File: src/rtl/xbar_out_queue.sv
// xbar_out_queue: circular-buffer FIFO after the crossbar; recv_rdy comes only from registered count,
// so the crossbar's ready path never sees the downstream consumer combinationally.
module xbar_out_queue #(
   parameter int BIT_WIDTH = 32,
   parameter int DEPTH = 4,
   localparam int PTR_W = $clog2(DEPTH),
   localparam int CNT_W = $clog2(DEPTH) + 1
) (
   input  logic                 clk,
   input  logic                 reset,
   input  logic [BIT_WIDTH-1:0] recv_msg,
   input  logic                 recv_val,
   output logic                 recv_rdy,
   output logic [BIT_WIDTH-1:0] send_msg,
   output logic                 send_val,
   input  logic                 send_rdy,
   output logic [CNT_W-1:0]     num_free
);
   logic [BIT_WIDTH-1:0] storage [DEPTH];
   logic [PTR_W-1:0] head, tail;
   logic [CNT_W-1:0] count;
   logic enq, deq;
   always_comb begin
      recv_rdy = count != CNT_W'(DEPTH);
      send_val = count != '0;
      send_msg = storage[head];
      num_free = CNT_W'(DEPTH) - count;
      enq = recv_val && recv_rdy;
      deq = send_val && send_rdy;
   end
   always_ff @(posedge clk) begin
      if (reset) begin
         head <= '0;
         tail <= '0;
         count <= '0;
      end else begin
         if (enq) tail <= tail + 1'b1;
         if (deq) head <= head + 1'b1;
         if (enq && !deq) count <= count + 1'b1;
         else if (deq && !enq) count <= count - 1'b1;
      end
   end
   // storage carries no reset; only the pointers define what is valid
   always_ff @(posedge clk) begin
      if (!reset && enq) storage[tail] <= recv_msg;
   end
endmodule
File: config.mk
export PLATFORM = sky130hd
export DESIGN_NAME = xbar_out_queue
export DESIGN_NICKNAME = d
export VERILOG_FILES = /design/src/rtl/xbar_out_queue.sv
export SDC_FILE = /design/constraint.sdc
export NUM_CORES = 1
export LEC_CHECK = 0
export BUFFER_PORTS_ARGS = -buffer_cell sky130_fd_sc_hd__buf_4
export CORE_AREA = 5 5 108 110
export DETAILED_ROUTE_END_ITERATION = 7
export DIE_AREA = 0 0 113 115
export HOLD_SLACK_MARGIN = 0.08
export PLACE_DENSITY_LB_ADDON = 0.3
export SYNTH_ARGS = -nofsm -noshare
export SYNTH_HDL_FRONTEND = slang
export SYNTH_SLANG_ARGS = --single-unit
File: constraint.sdc
create_clock -name clk -period 2.4 [get_ports clk]
set_input_delay 0.12 -clock clk [delete_from_list [all_inputs] [get_ports clk]]
set_output_delay 0.12 -clock clk [all_outputs]
set_load 0.02 [all_outputs]
=== Yosys cells after proc, flatten, opt, wreduce, memory -nomap -nowiden ===
Memory sizes are Yosys's and may differ from the RTL's. A register that Yosys moved wholly into a read port is not among the register bits.
Index checks and enable logic that the tools add are counted.

* Add/sub/neg operators: 5
* Reductions and logical operators: 10
* Eq/ne operators: 1
* Muxes and demuxes: 6

{| class="wikitable"
|+ Operator list
! kind !! number
|-
| $mux W3 || 2
|-
| $logic_and A1 B1 Y1 || 5
|-
| $add A2 B1 Y2 const B || 2
|-
| $mux W2 || 2
|-
| $add A3 B1 Y3 const B || 1
|-
| $logic_not A1 Y1 || 3
|-
| $ne A3 B3 Y1 const B || 1
|-
| $reduce_bool A3 Y1 || 1
|-
| $sub A3 B1 Y3 const B || 1
|-
| $sub A3 B3 Y3 const A || 1
|-
| $mux W1 || 2
|-
| $reduce_bool A2 Y1 || 1
|}

* Memories kept: 1
* Word-level logic and storage cells: 26
* Memory bits (writable): 128
* Bits of input ports: 36
* Bits in registers: 7

{| class="wikitable"
|+ Memory list
! name !! depth !! width !! read ports !! clocked after Yosys merged registers in !! write ports !! RTL line !! text
|-
| storage || 4 || 32 || 1 || 1 || 1 || 19 || <nowiki>logic [BIT_WIDTH-1:0] storage [DEPTH];</nowiki>
|}

=== Depth between registers and ports, before layout ===
Gate-level depths: netlist of the first run.

* Word-level depth: 6
* Depth in mapped cells: 10
* Mapped depth without buffers: 10

=== Worst setup path after synthesis of the first run ===
No wires, ideal clock.

* Kind: reg2reg
* Start point: register count[0]
* End point: memory storage[0][0], enable pin
* Path slack: -125 ps
* Buffers on the path: 0
* Clock period less this slack: 2,525 ps
* Data required time: 2,008 ps
* Setup time: 392 ps
* Stages on the path, launching flop included: 7
* Arrival time: 2,133 ps
* Cell sequence: dfxtp_1 inv_1 ha_1 ha_1 nor2b_1 nor2b_1 and2_1

* Cells in the longest elaborated chain, start to end: 5

{| class="wikitable"
|+ Ends and longest elaborated chain
! element !! RTL line !! text
|-
| start, declared || 21 || <nowiki>logic [CNT_W-1:0] count;</nowiki>
|-
| start signal, assigned || 39 || <nowiki>if (enq && !deq) count <= count + 1'b1;</nowiki>
|-
| start signal, assigned || 40 || <nowiki>else if (deq && !enq) count <= count - 1'b1;</nowiki>
|-
| $ne A3 B3 Y1 || 24 || <nowiki>recv_rdy = count != CNT_W'(DEPTH);</nowiki>
|-
| $logic_and A1 B1 Y1 || 28 || <nowiki>enq = recv_val && recv_rdy;</nowiki>
|-
| via enq || 22 || <nowiki>logic enq, deq;</nowiki>
|-
| $logic_and A1 B1 Y1 || 45 || <nowiki>if (!reset && enq) storage[tail] <= recv_msg;</nowiki>
|-
| $mux W1 || 45 ||
|-
| $mux W1 (not written as such) || 45 ||
|-
| end, declared || 19 ||
|}

The timed path passes the listed nets, and every way through them passes these cells.

=== Worst setup path after layout of the first run ===
* Start point: register count[1]
* End point: register count[2]

* Cells in the longest elaborated chain, start to end: 5

{| class="wikitable"
|+ Ends and longest elaborated chain
! element !! RTL line
|-
| $ne A3 B3 Y1 (*) || 24
|-
| $logic_and A1 B1 Y1 (*) || 28
|-
| via enq || 22
|-
| $logic_not A1 Y1 || 40
|-
| $logic_and A1 B1 Y1 || 40
|-
| $reduce_bool A2 Y1 (no line) || n/a
|}

The timed path passes the listed nets; every way through them passes the cells marked *. The select of a mux whose other input is x is not followed.
A chain may end at the register's enable or synchronous reset.

==> results by group, run 1 <==
Placement
  • DP Area: 0.005971 mm2
  • RePlAce Congestion: 0.7035
  • Port Buffers: 72
  • Hpwl dp: 5720 um

Job
  • # Max-Cap Violations: 0

Routing
  • DR DRC count: 0
  • Drt pass-1 iters: 4
  • Vias after detailed routing: 2509
  • WL final: 8876 um
  • Vias/cell: 4.958
  • Wire per inst: 17.54 um
  • Drt initial violations: 168
  • Final ANT Viol Nets: 0

Critical path
  • Worst-path maximum fanout: 3
  • Crit Path Class: reg -> reg
  • Worst Path Buf+Inv: 2
  • Arr. time, crit path: 2700 ps
  • CP peak stage delay: 380 ps
  • Family with the most delay on the worst path: adder cells
  • Worst r2r dst: count[2]
  • Crit-path cells: inv_1 -> ha_1 -> ha_1 -> nor2b_2 -> ha_2 -> inv_1 -> fa_1 -> xor2_1 -> or3_1 -> a21oi_2
  • R2r setup slk: 140 ps
  • Required time of the critical path: 2840 ps
  • Worst Setup End Kind: flop
  • R2r startpoint: count[1]
  • Reg2reg path depth: 10
  • Worst Setup Start Kind: flop
  • Slowest-stage cell, CP: fa_1

Finish
  • Final Net Count: 398
  • Commonest non-fill, non-tap cell in the layout: edfxtp_1
  • Area growth syn-to-layout: 33.72%
  • Share of cells above drive strength 1: 0.4235
  • Commonest cells after routing, fill and taps aside: edfxtp_1, buf_4, dlygate4sd3_1
  • Ant. Diodes: 0
  • Post-Layout Inst Area: 0.006907 mm2

Clock network
  • Post CTS Setup Buffer Count: 0
  • Clock root cell: clkbuf_8
  • H-tree levels: 4
  • Skew-Pair Late Insertion Delay: 510 ps
  • Max Root-Sink Buffers: 2
  • Number of CTS-inserted buffers: 17
  • CTS sink count: 137
  • TritonCTS clock tree: done
  • Clock slew at reported path FFs: 60 ps

Timing
  • Worst slew pin tran: 357.6 ps
  • Final Cycle Share: 0.9412
  • Clock Skew: 9.047 ps
  • Setup TNS: 0 ps
  • Final setup fails: 0
  • Max_slew headroom: 0.7616
  • Slew Viols, Final: 0
  • RSZ-0062 raised after global routing: no
  • Min cycle time layout: 2259 ps
  • Max Clk Rate: 0.4427 GHz
  • Final hold vios: 0

Yosys
  • Syn_area_per_cell: 23.27 um2
  • Net count after synthesis: 267
  • Sequential area share after synthesis: 0.7791
  • Yosys cell types: 25
  • Synth Register Bits: 137
  • Mapped Cells: 222
  • Cell Area, Synth: 0.005165 mm2
  • Yosys warnings: 0

GRT
  • Initial antenna violation count: 0
  • Vias in the first global route: 2755
  • Largest net degree at the start of global routing: 22
  • Total gr overflow: 0
  • GRT Overall Usage: 0.1517
  • First-pass GRT wire length: 14510 um

Floorplanning
  • Cell row count: 38
  • Io pins: 73
  • Die Y: 115 um
  • Die area: 0.01300 mm2
  • Initial Util: 0.4871
  • DIE WIDTH: 113 um
  • Core ar.: 0.01060 mm2

Power and ir drop
  • Power density over the cells: 1015 mW/mm2
  • Int Pwr: 5.213 mW
  • Sw Share: 0.2565
  • Seq pwr share: 0.412
  • Leakage: 2.437 nW
  • Clock Power Share: 0.352
  • Comb pwr share: 0.236
  • Max IR drop VDD: 0.0004843 V
  • Net Sw Power: 1.798 mW

Hold path
  • Hold Startpoint: recv_val
  • Hold path cells: 5
  • WHS Endpoint: tail[0]
  • HP Class: in -> reg

Outcome
  • Status: finished, final reports clean
==> layer usage <==
metal  up-vias  routed length (um)  GRT usage
met5         -                   0          0
met3        11                 464    0.04632
met1      1260                3654     0.1863
met2        68                4672     0.2543
li1       1170                   -          -
met4         0                  85    0.06010
==> final cells by class <==
class	count	area [um2]
clock inverters	13	153.9
fillers	714	3696
flip-flops and latches	137	4028
repair buffers	121	1071
inverters	9	33.78
multi-input cells	67	1023
clock buffers	19	421.7
well taps	140	175.2
==> through the flow <==
step	power, mW	utilization	worst slack (ps)	instances	hold WS, ps
floorplan	3.973	-	43.04	222	218.9
global placement	4.531	0.5631	173.8	439	322.0
detailed placement	4.561	0.5631	54.31	439	323.8
CTS	7.097	0.6505	37.97	506	159.5
global route	7.346	0.6514	22.17	506	165.3
finish	7.012	0.6514	141.2	506	140.2
==> what timing repair did <==
item / in CTS / in global routing
endpoints found under the hold margin: 137 / 0
setup endpoints to repair: 0 / 1
hold buffers: 35 / 0
gates resized for setup: 0 / 4
==> tightest hold or removal path: stages <==
cell	delay (ps)
buf_4	80
nor2b_2	150
buf_4	140
xnor2_1	50
nor2_1	70
==> cells in the mapped netlist <==
cell	count	area, um2
nor2_1	5	18.77
a21oi_1	3	15.01
or2_2	1	6.260
inv_1	9	33.78
or3_1	1	6.260
buf_2	3	15.01
nand2b_1	1	6.260
nor2b_1	2	12.51
buf_6	1	11.26
fa_1	1	20.02
ha_1	8	100.1
xor2_1	3	26.28
buf_12	3	60.06
buf_4	1	7.510
edfxtp_1	128	3844
and2_1	4	25.02
mux4_2	30	675.7
mux2i_1	2	20.02
clkbuf_1	1	3.750
o21ai_0	1	5.000
nand2_1	1	3.750
nand3b_1	1	7.510
xnor2_1	1	8.760
dfxtp_1	9	180.2
mux4_1	2	52.55
==> power groups by stage <==
stage               registers [mW]  logic, mW  clock network, mW
finish                        2.89       1.66               2.46
global route                  2.91       1.79               2.65
floorplan                     2.89       1.08                  0
detailed placement            2.94       1.62                  0
CTS                           2.89       1.68               2.52
global placement              2.93       1.60                  0
==> state kept, by name, indices dropped and copies added (netlist names), named ones only <==
| signal | flops |
|---|---|
| count | 3 |
| tail | 2 |
| storage | 128 |
| head | 2 |
==> worst max-delay path by stage <==
stage	startpoint	slack, ps	endpoint	depth (start not counted)
final	count[1]	140	count[2]	10
after global routing	count[1]	20	count[2]	10
after CTS	count[1]	40	count[2]	10
after detailed placement	count[1]	50	count[2]	10
after global placement	count[1]	170	count[2]	10
after floorplan	count[0]	40	count[2]	10
==> logic make-up after synthesis <==
| logic type | share of synthesized area |
|---|---|
| flops | 0.7791 |
| mux | 0.1449 |
| buf+inv | 0.02543 |
| simple gates | 0.01672 |
| fa+ha+maj | 0.02326 |
| compound gates | 0.003874 |
| xor+xnor | 0.006784 |
Power figures use the tool's default switching activity.
==> run 2: changes to the inputs <==
- BUFFER_PORTS_ARGS: -buffer_cell sky130_fd_sc_hd__buf_4 -> -buffer_cell sky130_fd_sc_hd__buf_2
- clock period: 2.4 -> 2.2 ns (I/O delays scaled with it)
==> results by group, run 2 (same netlist as run 1, synthesis figures left out) <==
Finish
  • Share of cells above drive strength 1: 0.4321 (+0.008568)
  • Final Net Count: 400 (+0.50%)
  • Post-Layout Inst Area: 0.006759 mm2 (-2.1%)
  • Fin cells: 508 (+0.40%)
  • Largest register FFs: 128 (unchanged)
  • Commonest cells after routing, fill and taps aside: edfxtp_1, buf_2, dlygate4sd3_1
  • Ant. Diodes: 0 (unchanged)
  • Area of the multi-input gates: 0.001047 mm2 (+2.3%)
  • Commonest non-fill, non-tap cell in the layout: edfxtp_1
  • Register area: 0.004030 mm2 (about the same)
  • Fill count: 729 (+2.1%)
  • Reg with most FFs: storage
  • Leading registers by flop count: storage (128), count (3)
  • Area growth syn-to-layout: 30.86%

Placement
  • Placed instance count: 440 (+0.23%)
  • Hpwl dp: 5900 um (+3.1%)
  • RePlAce Congestion: 0.7171 (+1.9%)
  • DP Area: 0.005824 mm2 (-2.5%)
  • Port Buffers: 72 (unchanged)

Critical path
  • Worst-path maximum fanout: 10 (+7)
  • Arr. time, crit path: 1970 ps (-730 ps)
  • Worst r2r dst: count[2]
  • Worst Setup End Kind: output pin
  • CP peak stage delay: 540 ps (+160 ps)
  • R2r setup slk: 140 ps (about the same)
  • R2r startpoint: count[1]
  • Crit-path cells: buf_4 -> mux4_2 -> buf_2
  • Slowest-stage cell, CP: mux4_2
  • Reg2reg path depth: 10 (unchanged)
  • Crit path depth: 3 (-7)
  • Worst Setup Start Kind: flop
  • Required time of the critical path: 2090 ps (-750 ps)
  • Worst Path Buf+Inv: 2 (unchanged)
  • Crit Path Class: reg -> out
  • Family with the most delay on the worst path: multiplexers

GRT
  • GRT Overall Usage: 0.1557 (+0.004034)
  • Vias in the first global route: 2861 (+3.8%)
  • First-pass GRT wire length: 14910 um (+2.8%)
  • Initial antenna violation count: 0 (unchanged)
  • Total gr overflow: 0 (unchanged)
  • Largest net degree at the start of global routing: 20 (-9.1%)

Floorplanning
  • Initial Util: 0.4871 (unchanged)
  • DIE WIDTH: 113 um (unchanged)
  • Io pins: 73 (unchanged)
  • Die Y: 115 um (unchanged)
  • Die area: 0.01300 mm2 (unchanged)
  • Core ar.: 0.01060 mm2 (unchanged)
  • Cell row count: 38 (unchanged)

Timing
  • Clock Skew: 6.428 ps (-2.620 ps)
  • Slew Viols, Final: 0 (unchanged)
  • Min cycle time layout: 2082 ps
  • RSZ-0062 raised after global routing: no
  • Setup TNS: 0 ps (unchanged)
  • Max_slew headroom: 0.8150 (+0.05341)
  • Max Clk Rate: 0.4802 GHz
  • Final setup fails: 0 (unchanged)
  • Final hold vios: 0 (unchanged)
  • Worst slew pin tran: 277.4 ps (-80.12 ps)
  • Final Cycle Share: 0.9466

Hold path
  • Hold path cells: 5 (unchanged)
  • HP Class: in -> reg
  • Hold Startpoint: recv_val
  • WHS Endpoint: count[0]

Power and ir drop
  • Seq pwr share: 0.425 (+0.013)
  • Sw Share: 0.2658 (+0.009287)
  • Int Pwr: 5.443 mW (+4.4%)
  • Comb pwr share: 0.226 (-0.010)
  • Leakage: 2.391 nW (-1.9%)
  • Power density over the cells: 1097 mW/mm2 (+8.0%)
  • Net Sw Power: 1.970 mW (+9.6%)
  • Clock Power Share: 0.349 (-0.003)
  • Max IR drop VDD: 0.0007694 V (+59%)

Routing
  • WL final: 9122 um (+2.8%)
  • Wire per inst: 17.96 um (+2.4%)
  • Vias/cell: 4.978 (+0.40%)
  • Drt initial violations: 119 (-29%)
  • Drt pass-1 iters: 4 (unchanged)
  • Final ANT Viol Nets: 0 (unchanged)
  • Vias after detailed routing: 2529 (+0.80%)
  • DR DRC count: 0 (unchanged)

Job
  • # Max-Cap Violations: 0 (unchanged)

Clock network
  • Clock slew at reported path FFs: 60 ps (about the same)
  • Number of CTS-inserted buffers: 17 (unchanged)
  • CTS sink count: 137 (unchanged)
  • Clock root cell: clkbuf_8
  • Skew-Pair Late Insertion Delay: 500 ps (about the same)
  • Max Root-Sink Buffers: 2 (unchanged)
  • TritonCTS clock tree: done
  • H-tree levels: 4 (unchanged)

Outcome
  • Status: finished, final reports clean
-- run 2: cell types whose count changed in the layout (fill, tap and decap cells not counted), moves of 2 or more --
cell / change
clkinv_1: +2
clkbuf_1: -2
inv_6: +2
buf_4: -73
clkinv_4: -3
buf_6: +2
buf_2: +72
clkinv_2: +2
-- run 2: timing repair --
item,4_1_cts,5_1_grt
endpoints found under the hold margin,137,0
endpoints found under the setup margin,10,1
hold buffers,35,0
setup buffers,0,1
resized for setup,1,5
cloned,0,0
-- run 2: layout make-up --
class                   instances  area share
clock buffers                  17     0.06127
repair buffers                123      0.1370
clock inverters                15     0.01962
inverters                       9    0.004998
well taps                     140     0.02592
multi-input cells              67      0.1549
flip-flops and latches        137      0.5963
-- run 2: worst max path at each step --
stage,startpoint,endpoint,slack [ps]
final,flop,send_msg[5],120
after global routing,flop,send_msg[5],0.5
after CTS,count[0],count[2],30
after detailed placement,count[0],count[2],50
after global placement,count[0],count[2],110
after floorplan,count[0],count[2],40
-- run 2: stage by stage --
| step | hold slack [ps] | setup WS, ps | util | power, mW |
|---|---|---|---|---|
| after global placement | 321.9 | 114.6 | 0.5493 | 4.797 |
| after global routing | 189.5 | 0.4812 | 0.6375 | 7.787 |
| after floorplan | 208.9 | 35.92 | - | 4.347 |
| after detailed placement | 324.5 | 48.44 | 0.5493 | 4.821 |
| after CTS | 89.10 | 27.86 | 0.6342 | 7.482 |
| final | 175.5 | 117.5 | 0.6375 | 7.413 |
-- run 2: worst reg2reg max path, stage by stage, from the launching register on --
cell,delay [ps]
dfxtp_1,330
inv_1,50
ha_1,190
ha_2,200
nor2b_4,130
ha_4,140
inv_1,50
fa_2,330
xor2_1,150
or3_1,300
a21oi_1,130
-- run 2: routing by layer --
| metal | up-vias | track usage | share of wire |
|---|---|---|---|
| met5 | - | 0 | 0 |
| met4 | 0 | 0.05449 | 0.015 |
| met3 | 15 | 0.05158 | 0.047 |
| met2 | 59 | 0.2654 | 0.52 |
| met1 | 1288 | 0.1878 | 0.42 |
| li1 | 1167 | - | - |
-- run 2: power groups by stage --
| stage | combinational [mW] | sequential [mW] | clock (mW) |
|---|---|---|---|
| 4_1_cts | 1.68 | 3.15 | 2.65 |
| 2_1_floorplan | 1.19 | 3.16 | 0 |
| 3_5_place_dp | 1.62 | 3.20 | 0 |
| 3_3_place_gp | 1.61 | 3.19 | 0 |
| 5_1_grt | 1.84 | 3.17 | 2.78 |
| 6_report | 1.68 | 3.15 | 2.59 |
